<file path="src/rtl/fetch_queue_ctrl_if.sv">
// Fetch queue controller bus: start/redirect control, imem handshake,
// queue storage pointers and occupancy status.
interface fetch_queue_ctrl_if #(
    parameter int unsigned AW  = 3,
    parameter int unsigned PCW = 32
);
    logic           start;
    logic           redirect;
    logic [PCW-1:0] redirect_pc;
    logic           imem_req;
    logic [PCW-1:0] imem_addr;
    logic           imem_gnt;
    logic           imem_rvalid;
    logic           wr_en;
    logic [AW-1:0]  wr_ptr;
    logic [AW-1:0]  rd_ptr;
    logic           deq;
    logic           deq_valid;
    logic [AW:0]    count;
    logic           full;
    logic           empty;

    modport master (
        input  start, redirect, redirect_pc, imem_gnt, imem_rvalid, deq,
        output imem_req, imem_addr, wr_en, wr_ptr, rd_ptr, deq_valid, count, full, empty
    );

    modport slave (
        output start, redirect, redirect_pc, imem_gnt, imem_rvalid, deq,
        input  imem_req, imem_addr, wr_en, wr_ptr, rd_ptr, deq_valid, count, full, empty
    );
endinterface

</file>
<file path="src/rtl/fetch_queue_ctrl.sv">
// Instruction fetch queue sequencer: one-outstanding imem fetches, fetch PC,
// queue pointers/occupancy; redirect flushes the queue and drops in-flight data.
module fetch_queue_ctrl #(
    parameter int unsigned    DEPTH  = 8,
    parameter int unsigned    AW     = $clog2(DEPTH),
    parameter int unsigned    PCW    = 32,
    parameter int unsigned    INC    = 4,
    parameter logic [PCW-1:0] RST_PC = '0
) (
    input  logic              clk,
    input  logic              rst,
    fetch_queue_ctrl_if.master bus
);
    localparam int unsigned CW = AW + 1;

    typedef enum logic [1:0] {
        S_IDLE  = 2'd0,
        S_REQ   = 2'd1,
        S_WAIT  = 2'd2,
        S_FLUSH = 2'd3
    } state_e;

    state_e         state_q;
    logic [PCW-1:0] pc_q;
    logic [AW-1:0]  wr_ptr_q;
    logic [AW-1:0]  rd_ptr_q;
    logic [CW-1:0]  count_q;

    logic full_c;
    logic empty_c;
    logic req_c;
    logic wr_c;
    logic deq_c;

    // Status decodes straight from the occupancy register.
    assign full_c  = (count_q == CW'(DEPTH));
    assign empty_c = (count_q == '0);

    // Never request into a full queue; a response is only written in WAIT.
    assign req_c = (state_q == S_REQ) && !full_c && !bus.redirect;
    assign wr_c  = (state_q == S_WAIT) && bus.imem_rvalid && !bus.redirect;
    assign deq_c = bus.deq && !empty_c && !bus.redirect;

    assign bus.imem_req  = req_c;
    assign bus.imem_addr = pc_q;
    assign bus.wr_en     = wr_c;
    assign bus.wr_ptr    = wr_ptr_q;
    assign bus.rd_ptr    = rd_ptr_q;
    assign bus.count     = count_q;
    assign bus.full      = full_c;
    assign bus.empty     = empty_c;
    assign bus.deq_valid = !empty_c;

    always_ff @(posedge clk) begin
        if (rst) begin
            state_q  <= S_IDLE;
            pc_q     <= RST_PC;
            wr_ptr_q <= '0;
            rd_ptr_q <= '0;
            count_q  <= '0;
        end else if (bus.redirect) begin
            pc_q     <= bus.redirect_pc;
            wr_ptr_q <= '0;
            rd_ptr_q <= '0;
            count_q  <= '0;
            // An outstanding response must still be absorbed before re-requesting.
            case (state_q)
                S_WAIT, S_FLUSH: state_q <= bus.imem_rvalid ? S_REQ : S_FLUSH;
                default:         state_q <= state_q;
            endcase
        end else begin
            case (state_q)
                S_IDLE: begin
                    if (bus.start) state_q <= S_REQ;
                end
                S_REQ: begin
                    if (req_c && bus.imem_gnt) begin
                        pc_q    <= pc_q + PCW'(INC);
                        state_q <= S_WAIT;
                    end
                end
                S_WAIT, S_FLUSH: begin
                    if (bus.imem_rvalid) state_q <= S_REQ;
                end
                default: state_q <= S_IDLE;
            endcase

            if (wr_c)  wr_ptr_q <= wr_ptr_q + AW'(1);
            if (deq_c) rd_ptr_q <= rd_ptr_q + AW'(1);

            if (wr_c && !deq_c) begin
                count_q <= count_q + CW'(1);
            end else if (!wr_c && deq_c) begin
                count_q <= count_q - CW'(1);
            end
        end
    end
endmodule

</file>
<file path="src/flat_wrapper.sv">
// flat-port wrapper written by rule: the top's interface ports become plain ports
module fetch_queue_ctrl_flat 
#(
    parameter int unsigned    DEPTH  = 8,
    parameter int unsigned    AW     = $clog2(DEPTH),
    parameter int unsigned    PCW    = 32,
    parameter int unsigned    INC    = 4,
    parameter logic [PCW-1:0] RST_PC = '0
)
  (clk, rst, bus_start, bus_redirect, bus_redirect_pc, bus_imem_gnt, bus_imem_rvalid, bus_deq, bus_imem_req, bus_imem_addr, bus_wr_en, bus_wr_ptr, bus_rd_ptr, bus_deq_valid, bus_count, bus_full, bus_empty);
  fetch_queue_ctrl_if #(.AW(AW), .PCW(PCW)) bus_i ();
  input  logic clk;
  input  logic rst;
  input wire logic [$bits(bus_i.start)-1:0] bus_start;
  input wire logic [$bits(bus_i.redirect)-1:0] bus_redirect;
  input wire logic [$bits(bus_i.redirect_pc)-1:0] bus_redirect_pc;
  input wire logic [$bits(bus_i.imem_gnt)-1:0] bus_imem_gnt;
  input wire logic [$bits(bus_i.imem_rvalid)-1:0] bus_imem_rvalid;
  input wire logic [$bits(bus_i.deq)-1:0] bus_deq;
  output wire logic [$bits(bus_i.imem_req)-1:0] bus_imem_req;
  output wire logic [$bits(bus_i.imem_addr)-1:0] bus_imem_addr;
  output wire logic [$bits(bus_i.wr_en)-1:0] bus_wr_en;
  output wire logic [$bits(bus_i.wr_ptr)-1:0] bus_wr_ptr;
  output wire logic [$bits(bus_i.rd_ptr)-1:0] bus_rd_ptr;
  output wire logic [$bits(bus_i.deq_valid)-1:0] bus_deq_valid;
  output wire logic [$bits(bus_i.count)-1:0] bus_count;
  output wire logic [$bits(bus_i.full)-1:0] bus_full;
  output wire logic [$bits(bus_i.empty)-1:0] bus_empty;
  assign bus_i.start = bus_start;
  assign bus_i.redirect = bus_redirect;
  assign bus_i.redirect_pc = bus_redirect_pc;
  assign bus_i.imem_gnt = bus_imem_gnt;
  assign bus_i.imem_rvalid = bus_imem_rvalid;
  assign bus_i.deq = bus_deq;
  assign bus_imem_req = bus_i.imem_req;
  assign bus_imem_addr = bus_i.imem_addr;
  assign bus_wr_en = bus_i.wr_en;
  assign bus_wr_ptr = bus_i.wr_ptr;
  assign bus_rd_ptr = bus_i.rd_ptr;
  assign bus_deq_valid = bus_i.deq_valid;
  assign bus_count = bus_i.count;
  assign bus_full = bus_i.full;
  assign bus_empty = bus_i.empty;
  fetch_queue_ctrl #(.DEPTH(DEPTH), .AW(AW), .PCW(PCW), .INC(INC), .RST_PC(RST_PC)) u_core (.clk(clk), .rst(rst), .bus(bus_i));
endmodule
</file>
<file path="config.mk">
export PLATFORM = sky130hd
export DESIGN_NAME = fetch_queue_ctrl_flat
export DESIGN_NICKNAME = d
export VERILOG_FILES = /design/src/rtl/fetch_queue_ctrl_if.sv /design/src/rtl/fetch_queue_ctrl.sv /design/src/flat_wrapper.sv
export SDC_FILE = /design/constraint.sdc
export NUM_CORES = 1
export LEC_CHECK = 0
export CORE_ASPECT_RATIO = 0.5
export CORE_MARGIN = 3
export CORE_UTILIZATION = 35
export DETAILED_ROUTE_END_ITERATION = 10
export PLACE_DENSITY = 0.65
export SYNTH_ARGS = -nofsm -noshare
export SYNTH_HDL_FRONTEND = slang
export SYNTH_SLANG_ARGS = --single-unit
</file>
<file path="constraint.sdc">
create_clock -name clk -period 4.88 [get_ports clk]
set_input_delay 0.976 -clock clk [delete_from_list [all_inputs] [get_ports clk]]
set_output_delay 0.976 -clock clk [all_outputs]
set_load 0.01 [all_outputs]
</file>
==> summary by stage <==
Synthesis
The share of the yosys chip area belonging to registers is between 30% and 40%. Ranked by instance count, the synthesized netlist is headed by 44 x sky130_fd_sc_hd__dfxtp_1, 40 x sky130_fd_sc_hd__nor2_1, 24 x sky130_fd_sc_hd__nand2_1. Yosys attributes the largest share of cell area to sky130_fd_sc_hd__dfxtp_1 37%, sky130_fd_sc_hd__nor2_1 6.3%, sky130_fd_sc_hd__xnor2_1 4.7%, sky130_fd_sc_hd__a21oi_1 4.2%, sky130_fd_sc_hd__nand2_1 3.8%.

The register bit count reported by yosys is 44. The synthesized area divided by synthesized cell count is ~8.1 um2. The post-synthesis instance area is about 2400 um2.

The synthesized instance count is 296. The net count after synthesis is ~340. The most common cell in the synthesized netlist is sky130_fd_sc_hd__dfxtp_1. The async set or reset register ratio after synthesis is 0%. In this run, distinct cell masters in the synthesized netlist total between 40 and 50. Among all flip-flop cells after synthesis, the most frequent one is sky130_fd_sc_hd__dfxtp_1. The biggest area contributor in the post-synthesis netlist is sky130_fd_sc_hd__dfxtp_1. The area fraction of the dominant cell type after synthesis is 36.7%. For this run, the number of Yosys warnings is 0. The synthesized design contains 0 enable-type register cells.

Cells and area
The repair_antennas step left the layout with diodes totalling 0. In the final layout, the share of cells above drive strength 1 is between 5 and 6%. From synthesis to final layout, the design area changed by 45.3%. The final layout contains 421 nets.

Critical path
For this design, the slowest cell found on the critical path is sky130_fd_sc_hd__clkdlybuf4s50_1. The largest single stage delay on the critical path is between 0.6 and 0.7 ns. The category of the worst setup path launch point is a primary input. Traced cell by cell, the critical path runs through clkdlybuf4s50_1 > nor4bb_1 > buf_4 > clkdlybuf4s50_1. The data arrival time of the critical path is 2.74 ns. The kind of critical path is primary input to primary output.

The critical path capture point type is a primary output. The critical path data required time is 3.90 ns. The depth of the worst register-to-register path is 11. The most frequent cell on the critical path is sky130_fd_sc_hd__clkdlybuf4s50_1. The maximum fanout along the worst path is 16.

Timing
Setup repair after global routing left no endpoint under its margin. After routing, the total negative slack on setup checks comes to 0 ns. Once routing completed, OpenROAD measured the worst setup slack at roughly 1.2 ns. Hold timing on the final database bottoms out at a slack of about 0.5 ns. The number of hold-slack violations in the final timing report was 0.

The post-layout minimum cycle time is approximately 3.7 ns. The number of slew-limit violations in the final report came to 0. The number of setup violations in the final report is 0. The worst slew margin relative to its limit is 52.8%. The slew at the pin closest to its max-slew limit is ~0.70 ns. The fmax is 0.269 GHz. For the final database, setup skew stands at around 0.0047 ns. The ratio of final minimum period to clock period is approximately three quarters.

Hold path
The worst min-delay path class is register to register. Counting instances, the worst hold path has a depth of 2.

GRT
The number of global-route vias before repair is 2297. The total track usage is approximately 17%. The global-route wire length before repair is about 11 mm. The initial antenna violation count is 0. Entering global routing, the biggest net connects 38 pins. The total overflow reported by the global router is 0.

CTS
After clock tree synthesis, the clock-pin slew on the worst setup and hold paths is approximately 0.060 ns. The clock tree synthesis step divided the H-tree into 2 levels. The count of clock tree sinks is 44.

The maximum root-to-sink buffer count is 2. Buffers added to address setup during post-CTS repair amount to 0. Buffers inserted during clock tree synthesis total 5.

The CTS tree is yes. Gates resized during post-CTS repair numbered 0. Hold repair after CTS inserted 0 buffers. The clock latency of the later-clocked register in the worst-skew pair is roughly 0.29 ns.

The root buffer cell chosen for the clock tree is sky130_fd_sc_hd__clkbuf_16.

Routing
Once detail routing completed, the nets flagged for antenna violations numbered 0. After detailed routing, the average wire length per cell comes to roughly 14 um. The per-cell via count in the routed design is between 5 and 6.

The overall routed net length is about 6.6 mm. The DRC violation count after routing is 0. The detailed-router iteration count before antenna repair is 4. The violation count after the first detailed-routing iteration is approximately 180. Summing over every cut layer, the via total after detailed routing is 2407.

Placed design
The worst slack at placement is 1.12 ns. After legalization and detailed placement, the total HPWL measured between 4 and 5 mm. The number of port buffers is 85. At the end of routability-driven placement, the weighted congestion stood at about 0.80.

Job
The tool flagged a number of max-cap violations equal to 0.

Floorplan
After floorplanning, the core was sized to cover 6330 um2. For this configuration, the core starts out at a cell density of a little under two fifths. The area of the die is roughly 7900 um2. The y dimension of the die is around 65 um. The number of top-level pins is 86. After floorplanning, the core was divided into 20 placement rows. The die width is roughly 120 um.

Power
VDD sags by at most approximately 0.00011 V. The power density over the cells is approximately 260 nW/um2. The cell leakage power is 1.21 nW.

Run status
The run finished with clean final reports.
path summary, 6_finish.rpt:
check	from	end	slack, ns
setup / recovery	bus_redirect	bus_wr_en	1.16
hold / removal	u_core.bus.imem_addr[1]	u_core.bus.imem_addr[1]	0.50
setup reg to reg	u_core.bus.count[0]	u_core.bus.count[3]	2.05
hold reg to reg	u_core.bus.imem_addr[1]	u_core.bus.imem_addr[1]	0.50
stage by stage:
| stage | power [mW] | utilization (%) | std cells | cell area, um2 |
|---|---|---|---|---|
| after global routing | 0.957 | 55.0 | 464 | 3480 |
| after floorplan | 0.462 | - | 296 | 2400 |
| after CTS | 0.923 | 55.0 | 464 | 3480 |
| after global placement | 0.541 | 52.4 | 456 | 3320 |
| final | 0.915 | 55.0 | 464 | 3480 |
| after detailed placement | 0.542 | 52.4 | 456 | 3320 |
area by class of cell:
| class | instances | area, um2 |
|---|---|---|
| clock buffers | 6 | 129 |
| clock inverters | 2 | 35.0 |
| fillers | 582 | 2850 |
| inverters | 11 | 41.3 |
| multi-input cells | 225 | 1410 |
| flip-flops and latches | 44 | 881 |
| well taps | 88 | 110 |
| repair buffers | 88 | 873 |
cells in the final DEF, fill, tap and decap left out, types with 9 or more instances in the layout:
master and instances:
sky130_fd_sc_hd__clkdlybuf4s50_1 85, sky130_fd_sc_hd__dfxtp_1 44, sky130_fd_sc_hd__nor2_1 40, sky130_fd_sc_hd__nand2_1 24
sky130_fd_sc_hd__inv_1 10, sky130_fd_sc_hd__a21oi_1 20, sky130_fd_sc_hd__nor3_1 10, sky130_fd_sc_hd__xnor2_1 13
sky130_fd_sc_hd__a211oi_1 10, sky130_fd_sc_hd__nor4_1 12, sky130_fd_sc_hd__o21ai_0 9
metal layers:
layer | up-vias | wire length [um] | global-route usage (%)
met2 | 41 | 3170 | 28.6
met4 | 0 | 31 | 3.03
met5 | - | 0 | 0
met3 | 2 | 271 | 4.45
met1 | 1127 | 3170 | 22.6
li1 | 1237 | - | -
critical path: cells and delay by family:
| kind | cells | cell delay (ns) |
|---|---|---|
| buf+inv | 3 | 1.41 |
| simple gates | 1 | 0.36 |
where the power goes:
group / internal [mW] / switching (mW)
registers: 0.377 / 0.0240
clock network: 0.241 / 0.140
logic: 0.0788 / 0.0544
total: 0.697 / 0.218
kinds of logic after synthesis:
group	Yosys count	synth area share (%)
adders and majority gates	7	3.97
buffers and inverters	27	4.33
muxes	9	3.81
and+or+nand+nor	129	27.7
xor gates and xnor gates	19	6.94
AOI/OAI and AO/OA	61	16.5
DFF	44	36.7
state kept, by name, summed over array words and instances, names as in the netlist:
signal and count:
u_core.state_q 2, u_core.bus.count 4, u_core.bus.imem_addr 32, u_core.bus.wr_ptr 3, u_core.bus.rd_ptr 3
(Power assumes the default switching activity.)
